$ cat src/rtl/mm_row_collector_if.sv
// rtl/mm_row_collector_if.sv - MM result stream, row record stream and error flags of mm_row_collector
//
// Signals:
//   mm_valid/mm_data/mm_overflow/mm_change_row/mm_is_legal/mm_ep : MM result beats (no stall path)
//   out_valid/out_ready/out_data/out_ovf/out_last/out_idx/out_illegal/out_ep : row records
//   drop_err/len_err : sticky error flags, err_clr : synchronous clear of both flags
// Modports:
//   master : environment side (drives MM beats, out_ready and err_clr)
//   slave  : collector side
interface mm_row_collector_if #(
    parameter int COL_W = 4
);
    logic             mm_valid;
    logic [11:0]      mm_data;
    logic             mm_overflow;
    logic             mm_change_row;
    logic             mm_is_legal;
    logic [1:0]       mm_ep;

    logic             out_valid;
    logic             out_ready;
    logic [11:0]      out_data;
    logic             out_ovf;
    logic             out_last;
    logic [COL_W-1:0] out_idx;
    logic             out_illegal;
    logic [1:0]       out_ep;

    logic             drop_err;
    logic             len_err;
    logic             err_clr;

    modport master (
        output mm_valid, mm_data, mm_overflow, mm_change_row, mm_is_legal, mm_ep,
        output out_ready, err_clr,
        input  out_valid, out_data, out_ovf, out_last, out_idx, out_illegal, out_ep,
        input  drop_err, len_err
    );

    modport slave (
        input  mm_valid, mm_data, mm_overflow, mm_change_row, mm_is_legal, mm_ep,
        input  out_ready, err_clr,
        output out_valid, out_data, out_ovf, out_last, out_idx, out_illegal, out_ep,
        output drop_err, len_err
    );
endinterface

$ cat src/rtl/mm_row_collector.sv
// rtl/mm_row_collector.sv - two-bank row buffer between the MM core and the result writer
//
// Ports:
//   clk  : clock, rising edge
//   rst  : asynchronous active-low reset
//   bus  : mm_row_collector_if.slave (MM beats in, row records out, sticky error flags)
// Parameters:
//   MAX_COL : entries per row / bank depth, COL_W : column index width (MAX_COL <= 2**COL_W - 1)
// Build option:
//   MMRC_SAT_EN : when defined, entries stored with overflow are presented as 12'hFFF
module mm_row_collector #(
    parameter int MAX_COL = 8,
    parameter int COL_W   = 4
) (
    input logic              clk,
    input logic              rst,
    mm_row_collector_if.slave bus
);
    localparam int              IDX_W   = (MAX_COL > 1) ? $clog2(MAX_COL) : 1;
    localparam logic [COL_W-1:0] MAX_CNT = COL_W'(MAX_COL);
    localparam logic [COL_W-1:0] ONE     = COL_W'(1);

    typedef enum logic [1:0] {
        W_IDLE,
        W_FILL,
        W_SKIP
    } wst_e;

    logic [11:0]      mem_data_q [2][MAX_COL];
    logic             mem_ovf_q  [2][MAX_COL];
    logic [COL_W-1:0] len_q      [2];
    logic             ill_q      [2];
    logic [1:0]       ep_q       [2];
    logic [1:0]       full_q;

    logic             wr_bank_q;
    logic             rd_bank_q;
    logic [COL_W-1:0] wr_cnt_q;
    logic [COL_W-1:0] rd_cnt_q;
    wst_e             wst_q;
    logic             drop_err_q;
    logic             len_err_q;

    logic [IDX_W-1:0] rd_ptr;
    logic [IDX_W-1:0] wr_ptr;
    logic [11:0]      rd_data;
    logic             rd_ovf;
    logic             rd_last;
    logic             rd_fire;
    logic             wr_room;

    // Counters are COL_W wide but banks only need IDX_W address bits.
    assign rd_ptr  = rd_cnt_q[IDX_W-1:0];
    assign wr_ptr  = wr_cnt_q[IDX_W-1:0];
    assign rd_data = mem_data_q[rd_bank_q][rd_ptr];
    assign rd_ovf  = mem_ovf_q[rd_bank_q][rd_ptr];
    assign rd_last = (rd_cnt_q == (len_q[rd_bank_q] - ONE));
    assign rd_fire = full_q[rd_bank_q] & bus.out_ready;
    assign wr_room = (wr_cnt_q < MAX_CNT);

    assign bus.out_valid   = full_q[rd_bank_q];
`ifdef MMRC_SAT_EN
    assign bus.out_data    = rd_ovf ? 12'hFFF : rd_data;
`else
    assign bus.out_data    = rd_data;
`endif
    assign bus.out_ovf     = rd_ovf;
    assign bus.out_last    = rd_last;
    assign bus.out_idx     = rd_cnt_q;
    assign bus.out_illegal = ill_q[rd_bank_q];
    assign bus.out_ep      = ep_q[rd_bank_q];
    assign bus.drop_err    = drop_err_q;
    assign bus.len_err     = len_err_q;

    // Read and write sides share one block. They never touch the same full_q bit in
    // one cycle: the write side only claims a bank whose full bit is currently clear,
    // the read side only releases one whose bit is currently set. A bank released this
    // cycle therefore cannot be written until the next one.
    always_ff @(posedge clk or negedge rst) begin
        if (!rst) begin
            for (int b = 0; b < 2; b++) begin
                for (int i = 0; i < MAX_COL; i++) begin
                    mem_data_q[b][i] <= '0;
                    mem_ovf_q[b][i]  <= 1'b0;
                end
                len_q[b] <= '0;
                ill_q[b] <= 1'b0;
                ep_q[b]  <= '0;
            end
            full_q     <= '0;
            wr_bank_q  <= 1'b0;
            rd_bank_q  <= 1'b0;
            wr_cnt_q   <= '0;
            rd_cnt_q   <= '0;
            wst_q      <= W_IDLE;
            drop_err_q <= 1'b0;
            len_err_q  <= 1'b0;
        end else begin
            // Clear first so a same-cycle error event below overrides it.
            if (bus.err_clr) begin
                drop_err_q <= 1'b0;
                len_err_q  <= 1'b0;
            end

            if (rd_fire) begin
                if (rd_last) begin
                    full_q[rd_bank_q] <= 1'b0;
                    rd_bank_q         <= ~rd_bank_q;
                    rd_cnt_q          <= '0;
                end else begin
                    rd_cnt_q <= rd_cnt_q + ONE;
                end
            end

            if (bus.mm_valid && bus.mm_is_legal) begin
                if (full_q[wr_bank_q]) begin
                    // Both banks occupied; a partial row cannot exist here, so a
                    // dropped closing beat just leaves the writer idle.
                    drop_err_q <= 1'b1;
                    if (bus.mm_change_row) begin
                        wr_cnt_q <= '0;
                        wst_q    <= W_IDLE;
                    end
                end else begin
                    if (wr_room) begin
                        mem_data_q[wr_bank_q][wr_ptr] <= bus.mm_data;
                        mem_ovf_q[wr_bank_q][wr_ptr]  <= bus.mm_overflow;
                        wr_cnt_q <= wr_cnt_q + ONE;
                        if (wr_cnt_q == '0) begin
                            ep_q[wr_bank_q]  <= bus.mm_ep;
                            ill_q[wr_bank_q] <= 1'b0;
                        end
                        wst_q <= W_FILL;
                    end else begin
                        // Row longer than a bank: keep the first MAX_COL entries.
                        len_err_q <= 1'b1;
                        wst_q     <= W_SKIP;
                    end
                    if (bus.mm_change_row) begin
                        len_q[wr_bank_q]  <= wr_room ? (wr_cnt_q + ONE) : MAX_CNT;
                        full_q[wr_bank_q] <= 1'b1;
                        wr_bank_q         <= ~wr_bank_q;
                        wr_cnt_q          <= '0;
                        wst_q             <= W_IDLE;
                    end
                end
            end else if (bus.mm_valid) begin
                // Status beat: abandons any open row and becomes a one-record row.
                if (wst_q != W_IDLE) begin
                    len_err_q <= 1'b1;
                end
                wr_cnt_q <= '0;
                wst_q    <= W_IDLE;
                if (!full_q[wr_bank_q]) begin
                    mem_data_q[wr_bank_q][0] <= '0;
                    mem_ovf_q[wr_bank_q][0]  <= 1'b0;
                    ill_q[wr_bank_q]         <= 1'b1;
                    ep_q[wr_bank_q]          <= bus.mm_ep;
                    len_q[wr_bank_q]         <= ONE;
                    full_q[wr_bank_q]        <= 1'b1;
                    wr_bank_q                <= ~wr_bank_q;
                end else begin
                    drop_err_q <= 1'b1;
                end
            end
        end
    end
endmodule
$ cat src/flat_wrapper.sv
// flat-port wrapper written by rule: the top's interface ports become plain ports
module mm_row_collector_flat 
#(
    parameter int MAX_COL = 8,
    parameter int COL_W   = 4
)
  (clk, rst, bus_mm_valid, bus_mm_data, bus_mm_overflow, bus_mm_change_row, bus_mm_is_legal, bus_mm_ep, bus_out_ready, bus_err_clr, bus_out_valid, bus_out_data, bus_out_ovf, bus_out_last, bus_out_idx, bus_out_illegal, bus_out_ep, bus_drop_err, bus_len_err);
  mm_row_collector_if #(.COL_W(COL_W)) bus_i ();
  input logic clk;
  input logic rst;
  input wire logic [$bits(bus_i.mm_valid)-1:0] bus_mm_valid;
  input wire logic [$bits(bus_i.mm_data)-1:0] bus_mm_data;
  input wire logic [$bits(bus_i.mm_overflow)-1:0] bus_mm_overflow;
  input wire logic [$bits(bus_i.mm_change_row)-1:0] bus_mm_change_row;
  input wire logic [$bits(bus_i.mm_is_legal)-1:0] bus_mm_is_legal;
  input wire logic [$bits(bus_i.mm_ep)-1:0] bus_mm_ep;
  input wire logic [$bits(bus_i.out_ready)-1:0] bus_out_ready;
  input wire logic [$bits(bus_i.err_clr)-1:0] bus_err_clr;
  output wire logic [$bits(bus_i.out_valid)-1:0] bus_out_valid;
  output wire logic [$bits(bus_i.out_data)-1:0] bus_out_data;
  output wire logic [$bits(bus_i.out_ovf)-1:0] bus_out_ovf;
  output wire logic [$bits(bus_i.out_last)-1:0] bus_out_last;
  output wire logic [$bits(bus_i.out_idx)-1:0] bus_out_idx;
  output wire logic [$bits(bus_i.out_illegal)-1:0] bus_out_illegal;
  output wire logic [$bits(bus_i.out_ep)-1:0] bus_out_ep;
  output wire logic [$bits(bus_i.drop_err)-1:0] bus_drop_err;
  output wire logic [$bits(bus_i.len_err)-1:0] bus_len_err;
  assign bus_i.mm_valid = bus_mm_valid;
  assign bus_i.mm_data = bus_mm_data;
  assign bus_i.mm_overflow = bus_mm_overflow;
  assign bus_i.mm_change_row = bus_mm_change_row;
  assign bus_i.mm_is_legal = bus_mm_is_legal;
  assign bus_i.mm_ep = bus_mm_ep;
  assign bus_i.out_ready = bus_out_ready;
  assign bus_i.err_clr = bus_err_clr;
  assign bus_out_valid = bus_i.out_valid;
  assign bus_out_data = bus_i.out_data;
  assign bus_out_ovf = bus_i.out_ovf;
  assign bus_out_last = bus_i.out_last;
  assign bus_out_idx = bus_i.out_idx;
  assign bus_out_illegal = bus_i.out_illegal;
  assign bus_out_ep = bus_i.out_ep;
  assign bus_drop_err = bus_i.drop_err;
  assign bus_len_err = bus_i.len_err;
  mm_row_collector #(.MAX_COL(MAX_COL), .COL_W(COL_W)) u_core (.clk(clk), .rst(rst), .bus(bus_i));
endmodule
$ cat config.mk
export PLATFORM = sky130hd
export DESIGN_NAME = mm_row_collector_flat
export DESIGN_NICKNAME = d
export VERILOG_FILES = /design/src/rtl/mm_row_collector_if.sv /design/src/rtl/mm_row_collector.sv /design/src/flat_wrapper.sv
export SDC_FILE = /design/constraint.sdc
export NUM_CORES = 1
export LEC_CHECK = 0
export ABC_CLOCK_PERIOD_IN_PS = 5910
export CAP_MARGIN = 20
export CORE_MARGIN = 4
export CORE_UTILIZATION = 65
export CTS_BUF_LIST = sky130_fd_sc_hd__clkbuf_4
export DETAILED_ROUTE_END_ITERATION = 8
export GPL_TIMING_DRIVEN = 0
export PLACE_DENSITY = 0.85
export SLEW_MARGIN = 40
export SYNTH_ARGS = -nofsm -noshare
export SYNTH_HDL_FRONTEND = slang
export SYNTH_SLANG_ARGS = --single-unit
export TNS_END_PERCENT = 50
$ cat constraint.sdc
create_clock -name clk -period 5.91 [get_ports clk]
set_input_delay 1.182 -clock clk [delete_from_list [all_inputs] [get_ports clk]]
set_output_delay 1.182 -clock clk [all_outputs]
set_load 0.01 [all_outputs]
==> out/results.tsv, run 1 <==
stage	metric	value	unit
outcome	status	complete, no violations	
critical_path	CP Launch Type	flop	
power	leakage	0.00578	uW
logic_synthesis	largest family of logic cells by synthesized area	multiplexers	
sta	Final Hold Fails	0	
logic_synthesis	Compound-Gate Fraction of Synth Area	0.107	
sta	Final Cycle Share	0.807	
power	clock network power share	0.304	
global_routing	vias in the first global route	8403	
clock_tree	Root Buffer	clkbuf_4	
global_routing	total gr overflow	0	
place	DP HPWL	20.3	mm
logic_synthesis	Syn Std Cell Area	0.0111	sq mm
power	Comb pwr share	0.267	
route	# DRC	0	
place	routability cong.	0.938	
critical_path	CP Cell Sequence	buf_2 > buf_1 > mux4_1 > mux4_2 > clkdlybuf4s50_1	
finish	Total Nets Final	1066	
sta	setup TNS	0	ps
critical_path	Worst EP arrival	3590	ps
route	initial drt markers	843	
clock_tree	number of gates resized after CTS	0	
power	P_int	2980	uW
die	Die Wd	139	microns
finish	fin area	0.0126	sq mm
clock_tree	CTS tree	yes	
sta	Slew headroom	0.455	
global_routing	initial antenna violation count	1	
logic_synthesis	largest area contributor in the netlist	dfrtp_1	
logic_synthesis	Post-synth ARST share	1.00	
sta	Slew Viols, Final	0	
power	Max IR drop VDD	0.223	mV
clock_tree	H-tree levels	2	
sta	Worst Clk Skew	37.7	ps
logic_synthesis	most frequent cell after synthesis	dfrtp_1	
sta	unrepaired setup endpoints after global routing	no	
place	Buffers on Ports	45	
critical_path	critical setup path kind	reg -> out	
clock_tree	clk buf depth	3	
logic_synthesis	EDFF count, synth	0	
logic_synthesis	top cell type's share of synthesized area	0.535	
place	cell area after placement	0.0119	sq mm
route	Total Wirelength	27.6	mm
route	Routed WL per cell	21.3	microns
logic_synthesis	Seq cells post-synth	238	
critical_path	crit path max fanout	10	
die	io pins	46	
clock_tree	clock-pin slew on the worst setup and hold paths	70	ps
logic_synthesis	Post-synth top cells	dfrtp_1, nand2_1, o21ai_0	
sta	highest clock rate	210	MHz
route	antenna viol nets, final	0	
logic_synthesis	syn nets	956	
power	Pwr Density	346	mW/mm^2
clock_tree	Hold-fix buffers, CTS	0	
finish	area delta synth->final	13.7	%
logic_synthesis	top post-synthesis cells by area	dfrtp_1, mux4_1, mux4_2	
power	power share of the sequential group	0.430	
logic_synthesis	Synth Area in Simple Gates	0.111	
run	max_cap viols	0	
die	die area	0.0193	sq mm
logic_synthesis	XOR/XNOR Fraction of Synth Area	0.00551	
global_routing	largest net degree at the start of global routing	81	
finish	area occupied by multi-input gates	0.00472	sq mm
critical_path	Worst path slowest cell	buf_1	
die	Rows	47	
worst_hold_path	Min-Delay Path Class	in -> async	
logic_synthesis	Netlist cell types	57	
critical_path	CP required	4730	ps
logic_synthesis	Synthesis Warnings	0	
place	DP Worst Slack	1880	ps
clock_tree	Clk Latency, worst-skew pair	700	ps
power	switch share	0.318	
clock_tree	setup bufs post-CTS	0	
die	Initial Utilization	0.666	
clock_tree	TritonCTS Sinks	238	
die	Core Region	0.0167	sq mm
critical_path	crit-path max cell delay	660	ps
logic_synthesis	mux cell area share after synthesis	0.195	
finish	FF/Latch Area	0.00596	sq mm
sta	final number of setup-violating endpoints	0	
logic_synthesis	Cells after Synth	929	
route	drt via density	6.28	
sta	post-layout min period	4770	ps
finish	FILL cells	1056	
die	Die Y	139	microns
clock_tree	CTS buffer count	60	
critical_path	Worst setup EP type	primary output	
global_routing	GR Util All Layers	0.290	
route	Vias	8158	
logic_synthesis	adder-cell area share of the yosys netlist	0.00562	
finish	layout cells sized above 1	0.203	
power	P_sw	1390	uW
sta	Slew @ Worst Pin	818	ps
logic_synthesis	Primary FF master, synth	dfrtp_1	
logic_synthesis	Avg Inst Size Synth	12.0	sq um
global_routing	first-pass GRT wire length	44.5	mm
route	1st-pass router iterations	5	
finish	post-layout util	0.757	
logic_synthesis	sequential share of the synthesized area	0.535	
sta	fin worst setup slack	1140	ps
## final timing paths
path                       cells after the start  slack (ps)                                end                               from
max in group asynchronous                      3        4560   u_core.mem_data_q[8]$_DFFE_PN0P_                                rst
min in group clk                               2         470  u_core.mem_data_q[70]$_DFFE_PN0P_  u_core.mem_data_q[70]$_DFFE_PN0P_
setup / recovery                               5        1140                    bus_out_data[2]  u_core.bus.out_idx[0]$_DFFE_PN0P_
hold reg to reg                                2         470  u_core.mem_data_q[70]$_DFFE_PN0P_  u_core.mem_data_q[70]$_DFFE_PN0P_
hold / removal                                 1         370         u_core.ep_q[0]$_DFFE_PN0P_                                rst
setup reg to reg                               9        3620       u_core.rd_bank_q$_DFFE_PN0P_       u_core.rd_bank_q$_DFFE_PN0P_
## cells by family after synthesis
kind of cell | Yosys count
flip-flops | 238
XOR/XNOR | 7
adder cells (fa/ha/maj) | 5
multiplexers | 118
buffers and inverters | 85
AND/OR/NAND/NOR | 268
AO/OA/AOI/OAI | 208
## metal layers
layer  track usage  routed length [microns]  vias up
li1              -                        -     3595
met3        0.0552                     2220       64
met4         0.101                      728        0
met2         0.459                    13300      408
met1         0.413                    11400     4091
met5             0                        0        -
## registers in the layout, summed over array words and instances, names as in the netlist, 2 cells and up, named ones only
signal and cells:
u_core.bus.out_idx 4, u_core.full_q 2, u_core.wr_cnt_q 4, u_core.mem_ovf_q 16, u_core.ep_q 4, u_core.len_q 8, u_core.wst_q 2, u_core.mem_data_q 192
## area by class of cell
cell class	instances	share of cell area
Sequential cell	238	0.471
Multi-Input combinational cell	606	0.373
Clock buffer	78	0.0463
Timing Repair Buffer	48	0.0426
Buffer	76	0.0328
Tap cell	220	0.0218
Clock inverter	23	0.00940
Inverter	9	0.00267
Antenna cell	1	0.000198
## placed cells by master (no fill, tap or decap), types with 5 or more instances in the layout
master	synthesis	routed
clkbuf_4	0	78
nand2_1	193	193
buf_6	10	10
clkdlybuf4s50_1	0	44
buf_4	8	8
and3_1	15	15
clkbuf_1	41	41
inv_1	8	8
buf_1	6	6
nand3_1	13	13
buf_2	9	9
mux4_1	31	31
clkinv_2	0	5
nand2b_1	7	7
o21ai_1	27	27
mux2_2	44	44
mux2i_1	5	5
o21ai_2	9	9
clkinv_1	0	17
ha_1	5	5
mux4_2	34	34
a22o_1	15	15
nor2_1	13	13
o21ai_0	135	135
dfrtp_1	238	238
## worst max-delay path: cells and delay by family (launching register included)
| family | cells | cell delay [ps] |
|---|---|---|
| flops | 1 | 420 |
| mux | 2 | 1010 |
| buf+inv | 3 | 1450 |
## power by group through the flow
stage / logic [uW] / clock network, uW / registers (uW)
global route: 1250 / 1430 / 1890
detailed placement: 1160 / 0 / 1900
CTS: 1160 / 1340 / 1870
global placement: 1120 / 0 / 1890
finish: 1160 / 1330 / 1880
floorplan: 817 / 0 / 1870
## stage by stage
step           instances  power, uW  hold slack, ps
2_1_floorplan        929       2690             442
3_3_place_gp        1194       3020             451
3_5_place_dp        1197       3060             457
4_1_cts             1298       4380             343
5_1_grt             1299       4570             370
6_report            1299       4370             368
Note: power is estimated with default switching activity, not from simulation.
==> run 2: changes to the inputs <==
Settings changed: ABC_CLOCK_PERIOD_IN_PS 5910 to 3800, CORE_UTILIZATION 65 to 57, PLACE_DENSITY 0.85 to 0.79.
Clock period 5.91 ns to 3.8 ns, I/O delays scaled along.
==> out/results.tsv, run 2 (synthesized netlist as in run 1, its figures left out) <==
stage	metric	value	unit	change
outcome	status	complete, no violations		unchanged
finish	Total Nets Final	1077		was 1066
finish	number of flip-flops in the largest register	192		unchanged
place	DP HPWL	19.9	mm	was 20.3 mm
route	1st-pass router iterations	6		was 5
critical_path	Worst path slowest cell	mux4_1		was buf_1
critical_path	Worst setup EP type	primary output		unchanged
critical_path	CP Launch Type	flop		unchanged
route	# DRC	0		unchanged
route	routed length on met1	11.9	mm	was 11.4 mm
critical_path	CP Cell Sequence	buf_12 > buf_8 > mux4_1 > mux4_2 > clkdlybuf4s50_1		was buf_2 > buf_1 > mux4_1 > mux4_2 > clkdlybuf4s50_1
power	leakage	0.00601	uW	was 0.00578 uW
clock_tree	TritonCTS Sinks	238		unchanged
critical_path	Worst EP arrival	2990	ps	was 3590 ps
route	met2 wire len	12.5	mm	was 13.3 mm
sta	Slew headroom	0.608		was 0.455
sta	Worst Clk Skew	56.4	ps	was 37.7 ps
die	io pins	46		unchanged
sta	Slew @ Worst Pin	583	ps	was 818 ps
sta	Slew Viols, Final	0		unchanged
clock_tree	clk buf depth	3		unchanged
die	Die Y	148	microns	was 139 microns
clock_tree	CTS buffer count	67		was 60
power	Max IR drop VDD	0.260	mV	was 0.223 mV
finish	non-filler cells in the finished layout	1353		was 1299
sta	post-layout min period	3750	ps	
clock_tree	CTS tree	yes		unchanged
sta	fin worst setup slack	45.5	ps	was 1140 ps
finish	top flop regs	u_core.mem_data_q (192), u_core.mem_ovf_q (16), u_core.len_q (8)		unchanged
route	Routed WL per cell	19.9	microns	was 21.3 microns
clock_tree	Root Buffer	clkbuf_4		unchanged
finish	largest reg by FF count	u_core.mem_data_q		unchanged
critical_path	critical setup path kind	reg -> out		unchanged
finish	most common cell after layout, fill and taps aside	dfrtp_1		unchanged
place	dpl cells	1237		was 1197
place	routability cong.	0.858		was 0.938
run	max_cap viols	0		unchanged
sta	Final Cycle Share	0.988		
finish	area delta synth->final	15.7	%	was 13.7%
route	DR WL met3	1.96	mm	was 2.22 mm
die	die area	0.0218	sq mm	was 0.0193 sq mm
worst_hold_path	Min-Delay Path Class	reg -> reg		was in -> async
route	initial drt markers	657		was 843
die	Die Wd	148	microns	was 139 microns
place	DP Worst Slack	184	ps	was 1880 ps
global_routing	largest net degree at the start of global routing	68		was 81
route	Total Wirelength	27.0	mm	was 27.6 mm
sta	highest clock rate	266	MHz	
critical_path	crit-path max cell delay	580	ps	was 660 ps
global_routing	GR Util All Layers	0.260		was 0.290
route	Highest Signal Layer	met4		unchanged
clock_tree	Clk Latency, worst-skew pair	690	ps	was 700 ps
global_routing	initial antenna violation count	1		unchanged
critical_path	Bufs and invs on worst path	3		unchanged
critical_path	delay-heaviest family, CP	multiplexers		was buffers and inverters
global_routing	vias in the first global route	8296		was 8403
sta	Final Hold Fails	0		unchanged
die	Initial Utilization	0.587		was 0.666
die	Rows	50		was 47
global_routing	first-pass GRT wire length	44.3	mm	was 44.5 mm
power	Total Power Consumption	7110	uW	was 4370 uW
die	Core Region	0.0190	sq mm	was 0.0167 sq mm
critical_path	crit path max fanout	10		unchanged
sta	final number of setup-violating endpoints	0		unchanged
route	Vias	7985		was 8158
clock_tree	H-tree levels	3		was 2
route	drt via density	5.90		was 6.28
sta	unrepaired setup endpoints after global routing	yes		was no
critical_path	CP required	3040	ps	was 4730 ps
global_routing	total gr overflow	0		unchanged
finish	commonest cells after routing, fill and taps aside	dfrtp_1, nand2_1, o21ai_0		unchanged
power	Pwr Density	553	mW/mm^2	was 346 mW/mm^2
place	Buffers on Ports	45		unchanged
finish	layout cells sized above 1	0.234		was 0.203
finish	post-layout util	0.679		was 0.757
clock_tree	clock-pin slew on the worst setup and hold paths	60	ps	was 70 ps
route	antenna viol nets, final	0		unchanged
## run 2: cell count changes in the layout (fill, tap and decap cells not counted), moves of 2 or more
cell and delta:
buf_1 -5, buf_12 +3, buf_4 +5, buf_6 -3
clkbuf_4 +14, clkdlybuf4s50_1 -12, clkinv_1 -4, clkinv_2 -2
dlymetal6s2s_1 +11, inv_2 +2, mux2i_1 -2, mux4_1 -11
mux4_2 +11
## run 2: final cells by class
type                       instances  area, sq um
tap                              260          325
buffer                            76          465
clock inverter                    20          109
fill                            1366         6090
multi-input combinational        606         4700
antenna                            1         2.50
sequential                       238         5960
clock buffer                      91          683
inverter                           9         33.8
timing repair buffer              52          597
## run 2: power breakdown
group,leakage [uW],internal (uW),switching [uW],total [uW]
combinational,0.00228,960,973,1930
sequential,0.00326,2750,170,2920
clock,0.000474,1170,1080,2250
total,0.00601,4890,2220,7110
## run 2: path summary, 6_finish.rpt
| check | from | end | slack, ps | cells past startpoint |
|---|---|---|---|---|
| setup / recovery | u_core.rd_bank_q$_DFFE_PN0P_ | bus_out_data[2] | 50 | 5 |
| hold / removal | u_core.mem_data_q[70]$_DFFE_PN0P_ | u_core.mem_data_q[70]$_DFFE_PN0P_ | 470 | 2 |
| setup reg to reg | u_core.wr_bank_q$_DFFE_PN0P_ | u_core.ep_q[3]$_DFFE_PN0P_ | 1550 | 6 |
| hold reg to reg | u_core.mem_data_q[70]$_DFFE_PN0P_ | u_core.mem_data_q[70]$_DFFE_PN0P_ | 470 | 2 |
| max in group asynchronous | rst | u_core.mem_data_q[79]$_DFFE_PN0P_ | 2210 | 4 |
| min in group asynchronous | rst | u_core.wst_q[0]$_DFFE_PN0P_ | 610 | 2 |
## run 2: repair_timing
action                                  in CTS  in global routing
hold endpoints to repair                    28                  0
buffers inserted                             1                  2
pin swaps                                    0                  1
endpoints found under the setup margin      14                 13
hold buffers                                 1                  0
resized for setup                           21                 26
## run 2: metal layers
layer,global-route usage,vias to the layer above
li1,-,3625
met1,0.375,4005
met2,0.394,308
met3,0.0570,47
met4,0.0974,0
met5,0,-
## run 2: worst min-delay path, delay by kind of cell, from the launching register on
family | cells | cell delay (ps)
DFF | 1 | 330
AOI/OAI and AO/OA | 1 | 50
and+or+nand+nor | 1 | 60
## run 2: per-stage QoR
step	TNS, ps	hold slack (ps)	instance area [sq um]
4_1_cts	-208	474	12800
2_1_floorplan	0	442	11100
3_3_place_gp	-1878440	451	11900
5_1_grt	-94.5	494	12900
3_5_place_dp	0	460	12000
6_report	0	469	12900
==> run 3: changes to the inputs <==
Settings changed: MAX_ROUTING_LAYER from default to met4, PLACE_DENSITY 0.79 to default, PLACE_DENSITY_LB_ADDON from default to 0.15, TNS_END_PERCENT 50 to default.
==> out/results.tsv, run 3 (synthesized netlist as in run 1, its figures left out) <==
stage	metric	value	unit	change
clock_tree	TritonCTS Sinks	238		unchanged
place	routability cong.	0.894		was 0.858
critical_path	Worst setup EP type	primary output		unchanged
die	Die Y	148	microns	unchanged
finish	FILL cells	1485		was 1366
sta	fin worst setup slack	158	ps	was 45.5 ps
global_routing	first-pass GRT wire length	45.4	mm	was 44.3 mm
power	power share of the sequential group	0.415		was 0.411
finish	largest reg by FF count	u_core.mem_data_q		unchanged
sta	Slew Viols, Final	0		unchanged
place	DP Worst Slack	110	ps	was 184 ps
finish	layout cells sized above 1	0.235		was 0.234
sta	Worst Clk Skew	42.5	ps	was 56.4 ps
worst_hold_path	Min-Delay Path Class	reg -> reg		unchanged
clock_tree	clk buf depth	3		unchanged
run	max_cap viols	0		unchanged
finish	commonest cells after routing, fill and taps aside	dfrtp_1, nand2_1, o21ai_0		unchanged
sta	Slew @ Worst Pin	644	ps	was 583 ps
critical_path	Worst EP arrival	2880	ps	was 2990 ps
critical_path	Worst path slowest cell	mux4_2		was mux4_1
sta	setup TNS	0	ps	unchanged
power	P_sw	2200	uW	was 2220 uW
sta	post-layout min period	3640	ps	was 3750 ps
finish	most common cell after layout, fill and taps aside	dfrtp_1		unchanged
place	DP HPWL	20.4	mm	was 19.9 mm
die	die area	0.0218	sq mm	unchanged
power	Total Power Consumption	7050	uW	was 7110 uW
global_routing	initial antenna violation count	1		unchanged
finish	top flop regs	u_core.mem_data_q (192), u_core.mem_ovf_q (16), u_core.len_q (8)		unchanged
clock_tree	Clk Latency, worst-skew pair	710	ps	was 690 ps
sta	Final Cycle Share	0.958		was 0.988
finish	non-filler cells in the finished layout	1340		was 1353
finish	Total Nets Final	1071		was 1077
power	Max IR drop VDD	0.299	mV	was 0.260 mV
sta	Final Hold Fails	0		unchanged
power	P_int	4850	uW	was 4890 uW
die	Die Wd	148	microns	unchanged
critical_path	CP Cell Sequence	buf_12 > buf_12 > mux4_2 > mux4_2 > dlygate4sd2_1		was buf_12 > buf_8 > mux4_1 > mux4_2 > clkdlybuf4s50_1
power	clock network power share	0.303		was 0.317
sta	final number of setup-violating endpoints	0		unchanged
die	Initial Utilization	0.587		unchanged
sta	highest clock rate	275	MHz	was 266 MHz
die	Core Region	0.0190	sq mm	unchanged
sta	unrepaired setup endpoints after global routing	no		was yes
place	dpl cells	1237		unchanged
route	# DRC	0		unchanged
route	Total Wirelength	28.0	mm	was 27.0 mm
clock_tree	CTS buffer count	61		was 67
global_routing	largest net degree at the start of global routing	72		was 68
clock_tree	H-tree levels	2		was 3
critical_path	CP required	3040	ps	about the same
global_routing	total gr overflow	0		unchanged
power	leakage	0.00598	uW	was 0.00601 uW
global_routing	vias in the first global route	8185		was 8296
place	Buffers on Ports	45		unchanged
critical_path	critical setup path kind	reg -> out		unchanged
finish	area delta synth->final	15.2	%	was 15.7%
finish	post-layout util	0.676		was 0.679
clock_tree	CTS tree	yes		unchanged
critical_path	CP Launch Type	flop		unchanged
die	io pins	46		unchanged
power	Comb pwr share	0.282		was 0.272
critical_path	crit-path max cell delay	560	ps	was 580 ps
global_routing	GR Util All Layers	0.273		was 0.260
die	Rows	50		unchanged
power	switch share	0.312		was 0.313
outcome	status	complete, no violations		unchanged
sta	Slew headroom	0.570		was 0.608
finish	number of flip-flops in the largest register	192		unchanged
clock_tree	Root Buffer	clkbuf_4		unchanged
power	Pwr Density	550	mW/mm^2	was 553 mW/mm^2
route	antenna viol nets, final	0		unchanged
route	1st-pass router iterations	5		was 6
route	Routed WL per cell	20.9	microns	was 19.9 microns
route	initial drt markers	525		was 657
critical_path	crit path max fanout	10		unchanged
route	Vias	7849		was 7985
clock_tree	clock-pin slew on the worst setup and hold paths	60	ps	about the same
route	drt via density	5.86		was 5.90
[run 3: cell types whose count changed in the layout (fill, tap and decap cells not counted), sizes merged]
| cell | delta |
|---|---|
| clkbuf | -1 |
| inv | -2 |
| buf | -1 |
| dlymetal6s2s | +1 |
| dlygate4sd2 | +1 |
| clkdlybuf4s50 | -2 |
| clkinv | -9 |
[run 3: through the flow]
| step | area (sq um) | hold WS, ps |
|---|---|---|
| floorplan | 11100 | 442 |
| global placement | 11900 | 453 |
| detailed placement | 12000 | 458 |
| CTS | 12700 | 473 |
| global route | 12800 | 499 |
| finish | 12800 | 476 |
[run 3: final timing paths]
| check | startpoint | slack (ps) | to | cells after the start |
|---|---|---|---|---|
| max | u_core.rd_bank_q$_DFFE_PN0P_ | 160 | bus_out_ovf | 5 |
| min | u_core.mem_data_q[65]$_DFFE_PN0P_ | 480 | u_core.mem_data_q[65]$_DFFE_PN0P_ | 2 |
| min reg2reg | u_core.mem_data_q[65]$_DFFE_PN0P_ | 480 | u_core.mem_data_q[65]$_DFFE_PN0P_ | 2 |
| max in group asynchronous | rst | 2120 | u_core.mem_data_q[0]$_DFFE_PN0P_ | 4 |
| min in group asynchronous | rst | 590 | u_core.ep_q[1]$_DFFE_PN0P_ | 2 |
| max reg2reg | u_core.wr_bank_q$_DFFE_PN0P_ | 1540 | u_core.ep_q[2]$_DFFE_PN0P_ | 6 |
[run 3: cell type report]
| cell class | instances | area [sq um] | area share |
|---|---|---|---|
| Sequential cell | 238 | 5960 | 0.465 |
| Buffer | 76 | 475 | 0.0371 |
| Clock buffer | 89 | 668 | 0.0521 |
| Timing Repair Buffer | 52 | 598 | 0.0467 |
| Clock inverter | 9 | 65.1 | 0.00508 |
| Antenna cell | 1 | 2.50 | 0.000195 |
| Multi-Input combinational cell | 606 | 4690 | 0.366 |
| Inverter | 9 | 33.8 | 0.00264 |
| Tap cell | 260 | 325 | 0.0254 |
[run 3: critical path, delay by kind of cell (launching register included)]
family	cells	cell delay, ps
flops	1	430
buf+inv	3	660
mux	2	1080
[run 3: power by group through the flow]
stage                     Clock (uW)  Combinational [uW]  Sequential, uW
final                           2130                1990            2930
after global routing            2330                2140            2950
after CTS                       2180                1910            2920
after detailed placement           0                1840            2950
after global placement             0                1790            2950
after floorplan                    0                1270            2910
[run 3: repair_timing]
action	in CTS	in global routing
endpoints found under the hold margin	44	0
resized for setup	34	24
buffers inserted	0	3
setup endpoints to repair	14	12
pin swaps	1	1
hold buffers	1	0
[run 3: metal layers]
metal	share of wire	global-route usage
met1	0.46	0.403
met2	0.46	0.395
met3	0.065	0.0567
met4	0.016	0.0699
met5	0	-
